## src/rtl/req_gnt_arbiter_pkg.sv

```systemverilog
// -----------------------------------------------------------------------------
// arb_pkg
// Shared types and helpers for the req/gnt round-robin arbiter.
//   arb_state_t : arbiter FSM encoding (IDLE, WAIT, GRANT)
//   ARB_MAX_N   : largest supported requester count
//   ARB_MAX_LAT : largest supported start-to-grant latency
//   onehot()    : index -> one-hot vector (ARB_MAX_N wide; callers truncate to N)
// -----------------------------------------------------------------------------
package arb_pkg;

    typedef enum logic [1:0] {
        IDLE  = 2'd0,
        WAIT  = 2'd1,
        GRANT = 2'd2
    } arb_state_t;

    localparam int ARB_MAX_N   = 16;
    localparam int ARB_MAX_LAT = 15;

    function automatic logic [ARB_MAX_N-1:0] onehot(input int unsigned idx);
        logic [ARB_MAX_N-1:0] v;
        v = ARB_MAX_N'(1) << idx;
        return v;
    endfunction

endpackage : arb_pkg

```

## src/rtl/req_gnt_arbiter_rr_pick.sv

```systemverilog
// -----------------------------------------------------------------------------
// rr_pick
// Combinational round-robin selector. Scans vec starting one position after
// ptr (wrapping modulo N) and reports the first set bit.
// Ports:
//   vec   [N]   : candidate request vector
//   ptr   [IDW] : last winner; the search starts at ptr+1
//   idx   [IDW] : selected index (0 when nothing is set)
//   found       : 1 when vec has any bit set
// -----------------------------------------------------------------------------
module rr_pick
    import arb_pkg::*;
#(
    parameter int N   = 4,
    parameter int IDW = $clog2(N)
) (
    input  logic [N-1:0]   vec,
    input  logic [IDW-1:0] ptr,
    output logic [IDW-1:0] idx,
    output logic           found
);

    always_comb begin : scan
        int             pos;
        logic [IDW-1:0] pos_idx;
        idx     = '0;
        found   = 1'b0;
        pos     = 0;
        pos_idx = '0;
        // Offsets 1..N visit every requester once, ending on ptr itself, so
        // the previous winner has lowest priority.
        for (int k = 1; k <= N; k++) begin
            pos     = (int'(ptr) + k) % N;
            pos_idx = IDW'(pos);
            if (!found && vec[pos_idx]) begin
                idx   = pos_idx;
                found = 1'b1;
            end
        end
    end

endmodule : rr_pick

```

## src/rtl/req_gnt_arbiter.sv

```systemverilog
// -----------------------------------------------------------------------------
// req_gnt_arbiter
// Round-robin arbiter producing the req/gnt pair for a start-to-grant checker
// (cStart |-> req ##GNT_LAT gnt, with cStart tied to start).
// A start strobe in IDLE with any request pending latches the request vector,
// then exactly GNT_LAT clocks later a one-cycle registered grant is issued with
// the winner in one-hot (gnt_vec) and encoded (gnt_id) form.
//
// Parameters:
//   N       : number of requesters (2..16)
//   GNT_LAT : edges from the sampled start edge to the edge sampling gnt=1 (1..15)
//   IDW     : width of gnt_id
// Ports:
//   clk       in   rising-edge clock
//   reset     in   asynchronous active-low reset
//   start     in   arbitration start strobe
//   req_vec   in   [N] per-requester request levels
//   req       out  aggregate request (|req_vec in IDLE, 1 while busy)
//   gnt       out  one-cycle grant pulse
//   gnt_vec   out  [N] one-hot winner while gnt=1, else 0
//   gnt_id    out  [IDW] encoded winner while gnt=1, else 0
//   busy      out  high in WAIT or GRANT
//   drop_cnt  out  [8] saturating count of ignored starts
//                  (present only when ARB_DROP_CNT_EN is defined)
// -----------------------------------------------------------------------------
module req_gnt_arbiter
    import arb_pkg::*;
#(
    parameter int N       = 4,
    parameter int GNT_LAT = 2,
    parameter int IDW     = $clog2(N)
) (
    input  logic           clk,
    input  logic           reset,
    input  logic           start,
    input  logic [N-1:0]   req_vec,
    output logic           req,
    output logic           gnt,
    output logic [N-1:0]   gnt_vec,
    output logic [IDW-1:0] gnt_id,
    output logic           busy
`ifdef ARB_DROP_CNT_EN
    ,
    output logic [7:0]     drop_cnt
`endif
);

    localparam logic [3:0] LAT_LOAD = 4'(GNT_LAT - 1);

    arb_state_t     state;
    arb_state_t     state_next;
    logic [3:0]     lat_cnt;
    logic [IDW-1:0] rr_ptr;
    logic [N-1:0]   lat_vec;
    logic [N-1:0]   pick_vec;
    logic [IDW-1:0] pick_idx;
    logic           pick_found;
    logic           accept;

    // While idle the picker looks at the live requests; once a transaction is
    // accepted it looks at the latched copy. rr_ptr does not move until the
    // grant cycle, so the pick stays stable for the whole transaction.
    assign pick_vec = (state == IDLE) ? req_vec : lat_vec;

    rr_pick #(
        .N   (N),
        .IDW (IDW)
    ) u_rr_pick (
        .vec   (pick_vec),
        .ptr   (rr_ptr),
        .idx   (pick_idx),
        .found (pick_found)
    );

    assign accept = (state == IDLE) && start && pick_found;
    assign busy   = (state == WAIT) || (state == GRANT);
    assign req    = (state == IDLE) ? (|req_vec) : 1'b1;

    always_ff @(posedge clk or negedge reset) begin
        if (!reset) begin
            state <= IDLE;
        end else begin
            state <= state_next;
        end
    end

    always_comb begin
        state_next = state;
        unique case (state)
            IDLE: begin
                if (accept) begin
                    state_next = (GNT_LAT > 1) ? WAIT : GRANT;
                end
            end
            WAIT: begin
                if (lat_cnt == 4'd1) begin
                    state_next = GRANT;
                end
            end
            GRANT: begin
                state_next = IDLE;
            end
            default: begin
                state_next = IDLE;
            end
        endcase
    end

    always_ff @(posedge clk or negedge reset) begin
        if (!reset) begin
            lat_cnt <= '0;
            lat_vec <= '0;
        end else begin
            if (accept) begin
                lat_cnt <= LAT_LOAD;
                lat_vec <= req_vec;
            end else if (state == WAIT) begin
                lat_cnt <= lat_cnt - 4'd1;
            end
        end
    end

    // Grant outputs are registered: they are loaded on the edge that enters
    // GRANT and cleared on the edge that leaves it, giving a clean one-cycle
    // pulse with gnt == |gnt_vec by construction.
    always_ff @(posedge clk or negedge reset) begin
        if (!reset) begin
            gnt     <= 1'b0;
            gnt_vec <= '0;
            gnt_id  <= '0;
        end else if (state_next == GRANT) begin
            gnt     <= 1'b1;
            gnt_vec <= N'(onehot(32'(pick_idx)));
            gnt_id  <= pick_idx;
        end else begin
            gnt     <= 1'b0;
            gnt_vec <= '0;
            gnt_id  <= '0;
        end
    end

    // rr_ptr starts at N-1 so requester 0 is first in line after reset. It
    // advances only when a grant actually completes; a transaction cut short
    // by reset leaves no trace.
    always_ff @(posedge clk or negedge reset) begin
        if (!reset) begin
            rr_ptr <= IDW'(N - 1);
        end else if (state == GRANT) begin
            rr_ptr <= gnt_id;
        end
    end

`ifdef ARB_DROP_CNT_EN
    logic start_ignored;

    // Any sampled start that is not accepted was dropped: either busy, or
    // idle with no requester asserting.
    assign start_ignored = start && !accept;

    always_ff @(posedge clk or negedge reset) begin
        if (!reset) begin
            drop_cnt <= '0;
        end else if (start_ignored && (drop_cnt != 8'hFF)) begin
            drop_cnt <= drop_cnt + 8'd1;
        end
    end
`endif

endmodule : req_gnt_arbiter
```

## config.mk

```make
export PLATFORM = sky130hd
export DESIGN_NAME = req_gnt_arbiter
export DESIGN_NICKNAME = d
export VERILOG_FILES = /design/src/rtl/req_gnt_arbiter_pkg.sv /design/src/rtl/req_gnt_arbiter_rr_pick.sv /design/src/rtl/req_gnt_arbiter.sv
export SDC_FILE = /design/constraint.sdc
export NUM_CORES = 1
export LEC_CHECK = 0
export CORE_AREA = 2 2 57 59
export CTS_CLUSTER_SIZE = 40
export DETAILED_ROUTE_END_ITERATION = 6
export DIE_AREA = 0 0 59 61
export PLACE_DENSITY = 0.51
export SYNTH_ARGS = -nofsm -noshare
export SYNTH_HDL_FRONTEND = slang
export SYNTH_SLANG_ARGS = --single-unit
```

## constraint.sdc

```tcl
create_clock -name clk -period 3 [get_ports clk]
set_input_delay 0.6 -clock clk [delete_from_list [all_inputs] [get_ports clk]]
set_output_delay 0.6 -clock clk [all_outputs]
set_load 0.01 [all_outputs]
```

==> metrics.cfg <==
[finish]
final_nets = 117
final_layout_size_suffix_gt1_frac = 0.1827
area_growth_pct = 20.38
final_cells = 137
num_antenna_cells = 0
stdcell_area_mm2 = 0.001190
fillers = 296
final_util = 0.4030

[hold_path]
hold_class = register to register
hold_start = gnt_id[0]

[logic_synthesis]
yosys.area_share.xor_xnor = 0.02658
syn_inst = 88
synth_ff_type = dfrtp_1
ys_types = 35
avgSynthCellArea_um2 = 11.23
synth_edf_count = 0
ys_seq_area_frac = 0.4835
muxShareOfSynthArea = 0.1152
synthSimpleGateAreaFrac = 0.1759
synth_warnings = 0
syn_area_um2 = 988.4
synth_area_leader_cell = dfrtp_1
synth_compound_area_frac = 0.08481
synth_top_family_by_area = simple AND/OR/NAND/NOR gates
ys_seq_elements = 19
synth_top_cells_by_area = dfrtp_1 (43%), mux2_2 (8.0%), ha_1 (6.3%)
synthAdderAreaFrac = 0.06329
async_flop_share = 1.000
synth_nets = 100
synth_top_area_share = 0.4304

[outcome]
status = finished clean

[placement]
place_area_mm2 = 0.001160
post-dp-hpwl_um = 1325
gp_congestion = 0.6934
dp.cells = 133
io_buffers = 15

[routing]
wl_per_cell_um = 13.17
first_pass_iters = 4
drcViolationCount = 0
initialDrtViolationCount = 8
routed_wl_um = 1804
routed_via_density = 4.854
antenna_left = 0
vias = 665

[clock_tree]
h-tree-depth = 1
cts_resized = 0
cts_hold_buf = 0
clk_pin_slew_ns = 0.12
post_cts.repair.setup_buffers = 0
insertion_delay_ns = 0.30
clock-sinks = 19
tritoncts = done
clockBufferDepth = 2
ctsRootBufferMaster = clkbuf_4
cts_buffers = 3

[timing]
hold_viol = 0
post-route-period-util = 0.8708
slew-limit-headroom = 0.4352
tightest_slew_ns = 0.8446
rsz0062_at_grt = no
setup_viol = 0
fin_skew_ns = 0.002452
max_freq_ghz = 0.3828
slew_viol_final = 0
tns_ns = 0
min_period_ns = 2.613

[setup_path]
cp_max_fo = 15
path_class = register to primary output
cp.buffers_inverters = 2
crit_arrival_ns = 2.01
end_kind = primary output
crit_required_ns = 2.40
rr_startpoint = state[0]
cp_cell_sequence = inv_1 > ha_1 > nand3_1 > clkdlybuf4s50_1
crit_family = buffers and inverters
max_stage_delay_ns = 0.53
start_kind = register
critPathLaunch = state[0]
critPathSlowestCell = ha_1

[power]
ir_drop_mv = 0.5170
power.density_mw_per_mm2 = 998.0
p_leak_nw = 0.5287

[job]
drv_cap = 0

[die]
fp-row-count = 20
initial_core_util = 0.3347
die_area_mm2 = 0.003599
die_w_um = 59
pin_count = 16
die_h_um = 61
core_mm2 = 0.002953

[grt]
grt_pass1_wl_um = 3049
grt-ovfl-total = 0
grt_pass1_vias = 663
track_usage = 0.1153
antenna_found_initial = 0
grt_max_degree = 20

-- cell type report --
type / instances / area, um2 / share of cell area
Clock buffer: 3 / 22.52 / 0.01893
Inverter: 6 / 22.52 / 0.01893
Clock inverter: 1 / 7.507 / 0.006309
Multi-Input combinational cell: 59 / 460.4 / 0.3870
Tap cell: 33 / 41.29 / 0.03470
Sequential cell: 19 / 478.0 / 0.4017
Timing Repair Buffer: 16 / 157.7 / 0.1325
-- routing by layer --
metal,routed length [um],global-route usage,vias up
met1,928,0.1582,314
met4,16,0.02922,0
li1,-,-,337
met3,92,0.04904,2
met2,766,0.1683,12
met5,0,0,-
-- layout by cell type (no fill, tap or decap) --
cell | netlist | routed
dfrtp_1 | 17 | 17
clkdlybuf4s50_1 | 0 | 15
nor2_1 | 8 | 8
mux2_2 | 7 | 7
inv_1 | 6 | 6
ha_1 | 5 | 5
nor3_1 | 4 | 4
nand2_1 | 3 | 3
o21ai_0 | 3 | 3
clkbuf_4 | 0 | 3
nor3b_1 | 2 | 2
nor2b_1 | 2 | 2
nand2b_1 | 2 | 2
nand3_1 | 2 | 2
mux2i_1 | 2 | 2
and3_1 | 2 | 2
xnor2_1 | 2 | 2
dfstp_2 | 2 | 2
a21oi_1 | 1 | 1
o211ai_1 | 1 | 1
nand3b_1 | 1 | 1
a31o_2 | 1 | 1
mux2_4 | 1 | 1
nand2_2 | 1 | 1
o21bai_1 | 1 | 1
a221oi_2 | 1 | 1
nor4_4 | 1 | 1
a221oi_1 | 1 | 1
a21o_1 | 1 | 1
a211o_1 | 1 | 1
and2_1 | 1 | 1
xor2_1 | 1 | 1
nor4b_1 | 1 | 1
clkinvlp_4 | 0 | 1
buf_4 | 1 | 1
-- final timing paths --
check / to / slack (ns) / cells after the start
max in group asynchronous: lat_cnt[3] / 1.72 / 1
setup / recovery: req / 0.39 / 4
setup reg to reg: gnt_vec[0] / 0.66 / 7
hold reg to reg: rr_ptr[0] / 0.54 / 1
hold / removal: rr_ptr[0] / 0.54 / 1
min in group asynchronous: lat_cnt[2] / 0.77 / 1
-- per-stage QoR --
step / hold WS (ns) / total power, mW / setup slack, ns
4_1_cts: 0.5462 / 1.202 / 0.3772
6_report: 0.5350 / 1.187 / 0.3875
2_1_floorplan: 0.3044 / 0.8967 / 1.211
3_3_place_gp: 0.5013 / 1.055 / 0.5716
5_1_grt: 0.5564 / 1.290 / 0.2124
3_5_place_dp: 0.5167 / 1.062 / 0.5489
-- synth_stat cells (2+ instances only) --
library cell / count
mux2_2: 7
and3_1: 2
nand3_1: 2
nor2b_1: 2
nand2_1: 3
o21ai_0: 3
ha_1: 5
nor3_1: 4
inv_1: 6
nor2_1: 8
dfrtp_1: 17
dfstp_2: 2
mux2i_1: 2
xnor2_1: 2
nor3b_1: 2
nand2b_1: 2
-- where the power goes --
| part | total [mW] | switching (mW) | internal, mW |
|---|---|---|---|
| clock network | 0.137 | 0.0865 | 0.0508 |
| logic | 0.631 | 0.314 | 0.317 |
| registers | 0.419 | 0.0644 | 0.355 |
| total | 1.19 | 0.465 | 0.722 |
-- sequential cells by signal, summed over array words and instances, names as in the netlist --
| name | cells |
|---|---|
| gnt_vec | 4 |
| gnt | 1 |
| lat_vec | 4 |
| lat_cnt | 4 |
| rr_ptr | 2 |
| gnt_id | 2 |
| state | 2 |
-- worst register-to-register path, stage by stage, from the launching register on --
cell and delay (ns):
dfrtp_1 0.42, inv_1 0.13, ha_1 0.53, mux2i_1 0.30
o21bai_1 0.17, a221oi_2 0.10, nor4_4 0.43, and3_1 0.21
-- logic make-up after synthesis --
| kind of cell | after synthesis |
|---|---|
| AND/OR/NAND/NOR | 30 |
| multiplexers | 10 |
| XOR/XNOR | 3 |
| flip-flops | 19 |
| adder cells (fa/ha/maj) | 5 |
| buffers and inverters | 10 |
| AO/OA/AOI/OAI | 11 |
Power figures use the tool's default switching activity.
